[config.mk]
export PLATFORM = sky130hd
export DESIGN_NAME = mem_arbiter_n
export DESIGN_NICKNAME = d
export VERILOG_FILES = /design/src/rtl/mem_arbiter_n.sv
export SDC_FILE = /design/constraint.sdc
export NUM_CORES = 1
export LEC_CHECK = 0
export BUFFER_PORTS_ARGS = -buffer_cell sky130_fd_sc_hd__clkbuf_2
export CORE_AREA = 2 2 532 534
export DETAILED_ROUTE_END_ITERATION = 8
export DIE_AREA = 0 0 534 536
export RECOVER_POWER = 50
export SETUP_SLACK_MARGIN = 0.4
export SKIP_LAST_GASP = 1
export SLEW_MARGIN = 20
export SYNTH_ARGS = -nofsm -noshare
export SYNTH_HDL_FRONTEND = slang
export SYNTH_SLANG_ARGS = --single-unit
[constraint.sdc]
create_clock -name clk -period 3.7 [get_ports clk]
set_clock_uncertainty 0.2 [all_clocks]
set_input_delay 0.37 -clock clk [delete_from_list [all_inputs] [get_ports clk]]
set_output_delay 0.37 -clock clk [all_outputs]
set_load 0.05 [all_outputs]
[src/rtl/mem_arbiter_n.sv]
// mem_arbiter_n: serialises NUM_PORTS line-granular read/write channels onto one downstream memory port
// Ports: clk, rst (sync, active-high); ch_read/ch_write/ch_addr/ch_wdata per-channel requests (packed),
//        ch_rdata/ch_resp registered responses; mem_read/mem_write/mem_addr/mem_wdata registered
//        downstream command, mem_rdata/mem_resp downstream completion.
// Build option: ARB_ROUND_ROBIN_EN selects round-robin grant; undefined gives fixed lowest-index priority.
module mem_arbiter_n #(
  parameter int NUM_PORTS = 2,
  parameter int ADDR_W    = 27,
  parameter int LINE_W    = 256
) (
  input  logic                        clk,
  input  logic                        rst,
  input  logic [NUM_PORTS-1:0]        ch_read,
  input  logic [NUM_PORTS-1:0]        ch_write,
  input  logic [NUM_PORTS*ADDR_W-1:0] ch_addr,
  input  logic [NUM_PORTS*LINE_W-1:0] ch_wdata,
  output logic [LINE_W-1:0]           ch_rdata,
  output logic [NUM_PORTS-1:0]        ch_resp,
  output logic                        mem_read,
  output logic                        mem_write,
  output logic [ADDR_W-1:0]           mem_addr,
  output logic [LINE_W-1:0]           mem_wdata,
  input  logic [LINE_W-1:0]           mem_rdata,
  input  logic                        mem_resp
);
  localparam int GW = $clog2(NUM_PORTS);
  typedef enum logic [1:0] {IDLE, ACTIVE, RECOVER} state_t;
  state_t               state;
  logic [GW-1:0]        last_g;
  logic [GW-1:0]        sel;
  logic [NUM_PORTS-1:0] req;
  assign req = ch_read | ch_write;
  // last_g doubles as the grant of the transaction in flight, since it only moves on a grant.
  always_comb begin
    sel = '0;
`ifdef ARB_ROUND_ROBIN_EN
    for (int i = NUM_PORTS; i >= 1; i--)
      if (req[(int'(last_g) + i) % NUM_PORTS]) sel = GW'((int'(last_g) + i) % NUM_PORTS);
`else
    for (int i = NUM_PORTS - 1; i >= 0; i--)
      if (req[i]) sel = GW'(i);
`endif
  end
  always_ff @(posedge clk) begin
    if (rst) begin
      state     <= IDLE;
      mem_read  <= 1'b0;
      mem_write <= 1'b0;
      mem_addr  <= '0;
      mem_wdata <= '0;
      ch_resp   <= '0;
      ch_rdata  <= '0;
      last_g    <= GW'(NUM_PORTS - 1);
    end else begin
      case (state)
        IDLE: if (|req) begin
          last_g    <= sel;
          mem_addr  <= ch_addr[sel*ADDR_W +: ADDR_W];
          mem_wdata <= ch_wdata[sel*LINE_W +: LINE_W];
          mem_write <= ch_write[sel];
          mem_read  <= ch_read[sel] & ~ch_write[sel];
          state     <= ACTIVE;
        end
        ACTIVE: if (mem_resp) begin
          mem_read  <= 1'b0;
          mem_write <= 1'b0;
          ch_resp   <= NUM_PORTS'(1) << last_g;
          ch_rdata  <= mem_rdata;
          state     <= RECOVER;
        end
        RECOVER: begin
          ch_resp <= '0;
          state   <= IDLE;
        end
        default: state <= IDLE;
      endcase
    end
  end
endmodule

# [Word-level counts from Yosys, hierarchy flattened]
# Cells that the tools add are included.
[word_totals] out_inout_bits=543 reg_bits=546
[op_classes] shift=3 n_lt_le_gt_ge=1 n_eq_ne=4 reduce_logical=9 muxes=16 mul=1 bitwise_logic=3
[ops] op="$shiftx 512x10->256" count=1
[ops] op="$shiftx 54x7->27" count=1
[ops] op="$mux 1" count=9
[ops] op="$pmux 2 s2" count=2
[ops] op="$reduce_and 2->1" count=4
[ops] op="$mul 1x5->6 const B" count=1
[ops] op="$mux 2" count=3
[ops] op="$ne 2x2->1 const B" count=2
[ops] op="$pmux 1 s2" count=2
[ops] op="$reduce_bool 2->1" count=2
[ops] op="$reduce_and 3->1" count=1
[ops] op="$eq 2x1->1 const B" count=1
[ops] op="$eq 2x2->1 const B" count=1
[ops] op="$logic_not 2->1" count=1
[ops] op="$lt 1x2->1 const B" count=1
[ops] op="$or 2x2->2" count=1
[ops] op="$reduce_or 2->1" count=1
[ops] op="$shl 1x1->2 const A" count=1
[ops] op="$and 1x1->1" count=1
[ops] op="$not 1->1" count=1

# [Longest topological paths before layout]
# Gate-level depths: netlist of the first run.
[depth] depth_word=9 ltp_mapped=6 depth_no_buf=3

# [Least setup slack after synthesis of the first run]
# Ideal clock, no wire load.
[synth_timing] path_type="input to register" from="in ch_write[0]" to="reg mem_addr[0]" slack_ns=1.856 setup_ns=0.142 arrival_ns=1.501 stages=6 cell_sequence="or4_1 buf_2 buf_6 buf_4 a21oi_1 a311oi_1"
[synth_between] elab_chain_cells=4 word_cells_on_any_way=6 classes_between="1 x mul; 1 x shift; 1 x mux; 1 x bitwise; 2 x reduce/logical"
[synth_lines] element="start, declared" line="14" source="input logic [NUM_PORTS-1:0] ch_write,"
[synth_lines] element="$or 2x2->2 *" line="32" source="assign req = ch_read | ch_write;"
[synth_lines] element="$mux 1" line="41" source="if (req[i]) sel = GW'(i);"
[synth_lines] element="$mul 1x5->6" line="58" source="mem_addr <= ch_addr[sel*ADDR_W +: ADDR_W];"
[synth_lines] element="$shiftx 54x7->27" line="58"
[synth_lines] element="end signal, assigned" line="58"
[synth_lines] element="end, declared" line="21" source="output logic [ADDR_W-1:0] mem_addr,"
# Mark *: on every way between the ends. The rest lies on a longest branch, timed or not.
# A chain may end at the register's enable or synchronous reset.

# [Worst setup path in the final report of the first run]
[layout_timing] from="in ch_write[0]" to="reg mem_read"
[layout_between] elab_chain_cells=8 word_cells_on_any_way=13 classes_between="1 x eq/ne; 7 x mux; 3 x bitwise; 2 x reduce/logical"
[layout_lines] element="$or 2x2->2" line="32"
[layout_lines] element="$mux 1" line="41"
[layout_lines] element="$mux 1 (implied by the code) (2 in a row)" line="61" source="mem_read <= ch_read[sel] & ~ch_write[sel];"
[layout_lines] element="$not 1->1" line="61"
[layout_lines] element="$and 1x1->1" line="61"
[layout_lines] element="$mux 1" line="56" source="IDLE: if (|req) begin"
[layout_lines] element="$pmux 1 s2" line="55" source="case (state)"
[layout_lines] element="end signal, assigned" line="61"
[layout_lines] element="end, declared" line="19" source="output logic mem_read,"
# Parallel ways exist; a longest one is shown, timed or not. The select of a mux whose other input is x is not followed.

==> impl_metrics.tcl, run 1 <==
set metrics [dict create \
    result_of_the_run "finished, violations left" \
    failing_checks "capacitance limit, slew limit" \
    cts_buffers 77 \
    dr_total_vias 32600 \
    start_util_pct 8.06 \
    fin_crit_sh_pct 86.6 \
    finish.utilization_pct 15.7 \
    worstPathMaxFanout 45 \
    clock_tree_from_tritoncts "built" \
    global_route_wire_length_before_repair_um 299000 \
    worst-endpoint-required_ns 4.16 \
    final_net_count 5677 \
    port_buffers 1371 \
    cellPowerDensity_mw_per_mm2 469 \
    first_global_vias 31200 \
    grt_antenna_before_repair 250 \
    post_synth_inst_count 2821 \
    critical-path-max-stage-delay_ns 0.88 \
    coreArea_mm2 0.281 \
    io-pin-count 1372 \
    timing.critical_path.mode_cell "dlygate4sd3_1" \
    ys.warnings.count 0 \
    critical_path.top_delay_family "buffers and inverters" \
    synthesis.area_mm2 0.0226 \
    slew_viol_final 134 \
    area_delta_synth_final_pct 94.9 \
    slew-limit-headroom_pct -8.01 \
    maxCapViolCount 1 \
    crit_path_top_delay_cell "or4_4" \
    leakagePower_uw 0.0166 \
    route.detailed.wl_per_inst_um 27.0 \
    antenna_violating_nets_post_route 0 \
    path_cells "dlygate4sd3_1, clkbuf_2, or4_4, buf_12, nand4_1, dlygate4sd3_1, a21oi_1, dlygate4sd3_1" \
    die_w_um 534 \
    row_cnt 195 \
    rsz_0062_raised_after_global_routing "false" \
    yosys.area.top_type "dfxtp_1" \
    die_area_mm2 0.286 \
    arrival_time_at_the_worst_endpoint_ns 3.66 \
    via_per_inst 3.73 \
    crit_path_end_kind "flip-flop" \
    cts.htree.levels 3 \
    drive_gt1_share_pct 22.0 \
    drt-pass1-iter-count 6 \
    totalWireLength_um 237000 \
    dp_hpwl_um 193000 \
    finalHoldViolCount 0 \
    cts_resized 0 \
    track_usage_pct 15.6 \
    final_sum_of_negative_setup_slack_ns 0 \
    worst-slew-pin-transition_ns 1.62 \
    cts.sink_count 546 \
    grt_start_max_net_pins 174 \
    route.detailed.drc 0 \
    synthesis.area_per_instance_um2 8.03 \
    max-clock-path-buffers 4 \
    cp-start-kind "input pin" \
    synthDistinctLibCells 30 \
    gpl.final_weighted_congestion 1.01 \
    yosysSeqAreaShare_pct 48.3 \
    finalSetupViolCount 0 \
    clock_latency_ns 0.77 \
    ctsRootBufferMaster "clkbuf_16" \
    hold_buffers 834 \
    synth.area.top_cells "dfxtp_1 48%, a21oi_1 12%, a311oi_1 11%, nand2_1 8.5%, nand3_1 6.3%" \
    final.min_clock_period_ns 3.21 \
    synth_top_area_share_pct 48.3 \
    critical_path_buf_inv_count 5 \
    drt_iter0_drc 2757 \
    setup.worst_path.class "in2reg" \
    fmax_ghz 0.312 \
    syn-num-nets 3650 \
    synth.ff_latch_count 546 \
    overflow 0 \
    worst_setup_hold_path_clk_slew_ns 0.06 \
    vdd_ir_drop_max_v 0.000280 \
    chipHeight_um 536 \
    hold_slack_ns 0.0510 \
    worst_hold_class "in2reg" \
    cts_setup_buffers 0 \
]
## Yosys cell counts
library cell / count
dfxtp_1: 546
a21oi_1: 545
nand2_1: 515
a311oi_1: 283
nand3_1: 283
o21ai_0: 283
clkbuf_1: 214
buf_2: 72
buf_1: 25
buf_6: 23
buf_4: 6
nor2_1: 4
and2_1: 2
and3b_1: 2
o21ai_1: 2
o311ai_0: 2
a2111o_1: 1
a221o_1: 1
inv_1: 1
nand2b_1: 1
nand3b_1: 1
nand4_1: 1
nor2_2: 1
nor3_1: 1
nor3b_1: 1
nor4_2: 1
or2_1: 1
or2_2: 1
or3b_2: 1
or4_1: 1
## final timing paths
| path | from | endpoint | slack, ns | cells after the start |
|---|---|---|---|---|
| setup / recovery | ch_write[0] | mem_read | 0.49 | 8 |
| hold / removal | rst | ch_rdata[47] | 0.05 | 3 |
| setup reg to reg | state[1] | ch_rdata[204] | 0.55 | 5 |
| hold reg to reg | ch_rdata[109] | ch_rdata[109] | 0.25 | 2 |
## state kept, by name, summed over array words and instances (netlist names)
register	flops
mem_wdata	256
mem_write	1
state	2
ch_resp	2
mem_read	1
last_g	1
mem_addr	27
ch_rdata	256
## through the flow
step                      setup WS, ns  instance area [um^2]  power (uW)  cells
after floorplan                   1.86                 22600        9830   2821
after global placement           0.895                 33700       12100   7678
after detailed placement         0.908                 33700       12100   7678
after CTS                        0.512                 44500       21100   8646
after global routing             0.320                 44000       21500   8694
final                            0.495                 44100       20700   8745
## per-layer routing
metal	wire length, um	vias to the layer above	GRT usage (%)
li1	-	14400	-
met1	89800	15300	17.5
met2	96800	2137	23.3
met3	31800	666	8.70
met4	17100	138	8.88
met5	1030	-	0.483
## worst reg2reg max path, stage by stage (launching register included)
cell,delay [ns]
dfxtp_1,0.62
nand3b_1,0.37
clkbuf_4,0.97
nand2_1,0.20
a21oi_1,0.18
dlygate4sd3_1,0.57
## cell families after synthesis
family          synth area share (%)
buf+inv                         6.91
simple gates                    15.3
flops                           48.3
compound gates                  29.5
## report_power, final
group / switching, uW / leakage [uW] / total, uW / internal (uW)
clock: 3240 / 0.00123 / 7730 / 4480
sequential: 303 / 0.00450 / 6700 / 6400
combinational: 4390 / 0.0108 / 6290 / 1900
total: 7930 / 0.0166 / 20700 / 12800
## layout by cell type (no fill, tap or decap), drive strengths merged
cell	netlist	final
buf	126	81
nor3	1	1
nor4	1	1
clkinvlp	0	5
o311ai	2	2
bufinv	0	4
and2	2	2
nor2	5	5
dfxtp	546	546
nand2	515	515
or4	1	1
a221o	1	1
nand2b	1	1
o21ai	285	285
dlygate4sd3	0	834
a21oi	545	545
nand3	283	283
diode	0	99
or3b	1	1
clkbuf	214	1481
a311oi	283	283
nand4	1	1
a2111o	1	1
nand3b	1	1
nor3b	1	1
clkinv	0	13
inv	1	5
or2	2	2
and3b	2	2
## cell type report
class / instances / area (um^2)
repair buffers: 2288 / 15600
inverters: 1 / 3.75
diodes: 99 / 248
multi-input cells: 1934 / 10200
clock buffers: 108 / 2220
flip-flops and latches: 546 / 10900
clock inverters: 26 / 302
well taps: 3743 / 4680
fillers: 32100 / 237000
Note: power is estimated with default switching activity, not from simulation.
==> inputs of run 2 (changes only) <==
PLACE_DENSITY = 0.31   (was default)
==> run 2 against run 1 <==
Against the previous run:
- the run still ends with capacitance limit, slew limit left
- total power rose by 1.9%
- cell area grew 0.55%
- non-clock buffer count up 25
- sequential cell count stayed put
- routed wire length decreased by 13%
- setup slack lost 0.041 ns
- global-route usage down 2.0 points
- combinational power shrank 2%
- die area stayed put
- critical path depth decreased by 3
- clock power is 5.8% higher
- largest power group unchanged
==> impl_metrics.tcl, run 2 (synthesized netlist as in run 1, its figures left out) <==
set metrics [dict create \
    final_design_area_no_fill_mm2 0.0444 \
    grt_start_max_net_pins 117 \
    drive_gt1_share_pct 23.0 \
    critical-path-max-stage-delay_ns 1.12 \
    worst-endpoint-required_ns 4.18 \
    cts_setup_buffers 0 \
    grt_antenna_before_repair 93 \
    reg2reg_setup_slack_ns 0.66 \
    route.detailed.wl_per_inst_um 23.8 \
    vdd_ir_drop_max_v 0.000338 \
    hold_buffers 849 \
    worst-slew-pin-transition_ns 1.71 \
    crit_end "mem_wdata[9]" \
    coreArea_mm2 0.281 \
    rr_worst_depth 6 \
    global_route_wire_length_before_repair_um 272000 \
    start_util_pct 8.06 \
    sw_frac_of_total_pct 37.7 \
    final_sum_of_negative_setup_slack_ns 0 \
    cts_resized 0 \
    dp_hpwl_um 162000 \
    power_frac_clock_pct 38.8 \
    finalHoldViolCount 0 \
    die_w_um 534 \
    cts.sink_count 546 \
    slew_viol_final 100 \
    arrival_time_at_the_worst_endpoint_ns 3.72 \
    row_cnt 195 \
    final_cells 8708 \
    share_comb_of_total_power_pct 29.3 \
    final.min_clock_period_ns 3.25 \
    slew-limit-headroom_pct -13.9 \
    drt_iter0_drc 1822 \
    chipHeight_um 536 \
    area_delta_synth_final_pct 96.0 \
    gpl.final_weighted_congestion 0.888 \
    most_frequent_cells_in_the_layout "912 x clkbuf_2, 849 x dlygate4sd3_1, 546 x dfxtp_1" \
    cellPowerDensity_mw_per_mm2 476 \
    worst_setup_hold_path_clk_slew_ns 0.07 \
    number_of_instances_in_the_placed_design 7688 \
    critical_path.startpoint "rst" \
    post_dp_cell_area_mm2 0.0337 \
    crit_path_top_delay_cell "clkbuf_4" \
    fin_crit_sh_pct 87.7 \
    max-clock-path-buffers 4 \
    dr_total_vias 31300 \
    switchingPower_uw 7960 \
    cts.htree.levels 3 \
    track_usage_pct 13.7 \
    clock_tree_from_tritoncts "built" \
    clock_latency_ns 0.73 \
    worst_hold_class "in2reg" \
    failing_checks "capacitance limit, slew limit" \
    worstPathMaxFanout 73 \
    route.detailed.drc 0 \
    crit_path_end_kind "flip-flop" \
    internal-power_uw 13100 \
    timing.critical_path.mode_cell "dlygate4sd3_1" \
    reg_top3 "ch_rdata (256), mem_wdata (256), mem_addr (27)" \
    rsz_0062_raised_after_global_routing "false" \
    path_cells "dlygate4sd3_1, clkbuf_4, clkbuf_1, a311oi_1, dlygate4sd3_1" \
    ctsRootBufferMaster "clkbuf_16" \
    fmax_ghz 0.308 \
    cp-start-kind "input pin" \
    antenna_violating_nets_post_route 0 \
    finalSetupViolCount 0 \
    result_of_the_run "finished, violations left" \
    final_net_count 5709 \
    leakagePower_uw 0.0169 \
    hold_path.startpoint "ch_read[1]" \
    drt-pass1-iter-count 5 \
    totalWireLength_um 207000 \
    commonest_non_fill_non_tap_cell_in_the_layout "clkbuf_2" \
    maxCapViolCount 2 \
    via_per_inst 3.59 \
    setup.worst_path.class "in2reg" \
    worstReg2RegEnd "ch_rdata[10]" \
    die_area_mm2 0.286 \
    port_buffers 1371 \
    overflow 0 \
    first_global_vias 31600 \
    cts_buffers 84 \
    crit-reg2reg-launch "state[1]" \
    hold_slack_ns 0.107 \
    power.share.sequential_pct 32.0 \
    io-pin-count 1372 \
]
[run 2: power by group through the flow]
stage	combinational [uW]	clock (uW)	sequential (uW)
CTS	6370	8570	6750
detailed placement	5310	0	6870
global route	6560	8700	6800
finish	6170	8180	6740
floorplan	1310	0	8530
global placement	5320	0	6870
[run 2: how the worst min path moves through the flow]
stage / end / depth (start not counted)
5_1_grt: ch_rdata[201] / 4
4_1_cts: ch_rdata[200] / 4
6_report: mem_write / 4
2_1_floorplan: last_g / 1
3_3_place_gp: ch_rdata[139] / 2
3_5_place_dp: ch_rdata[161] / 2
[run 2: critical path: cells and delay by family]
kind | cells | cell delay [ns]
buf+inv | 4 | 3.09
compound gates | 1 | 0.08
[run 2: per-stage QoR]
stage                     power, uW  utilization (%)  setup slack [ns]
after floorplan                9830                -              1.86
after detailed placement      12200             12.0             0.993
after global placement        12200             12.0              1.01
after CTS                     21700             16.0             0.583
final                         21100             15.8             0.454
after global routing          22100             15.8             0.297
[run 2: cell type report]
cell class	count	area (um^2)
flip-flops and latches	546	10900
clock inverters	18	203
repair buffers	2313	15800
multi-input cells	1934	10200
diodes	28	70.1
clock buffers	125	2480
well taps	3743	4680
fillers	32600	236000
inverters	1	3.75
[run 2: layer usage]
layer	wire length (um)	GRT usage [%]	share of wire, %
met1	83700	16.1	40
met4	7310	4.74	3.5
met3	21800	5.65	11
met2	93800	22.1	45
met5	279	0	0.13
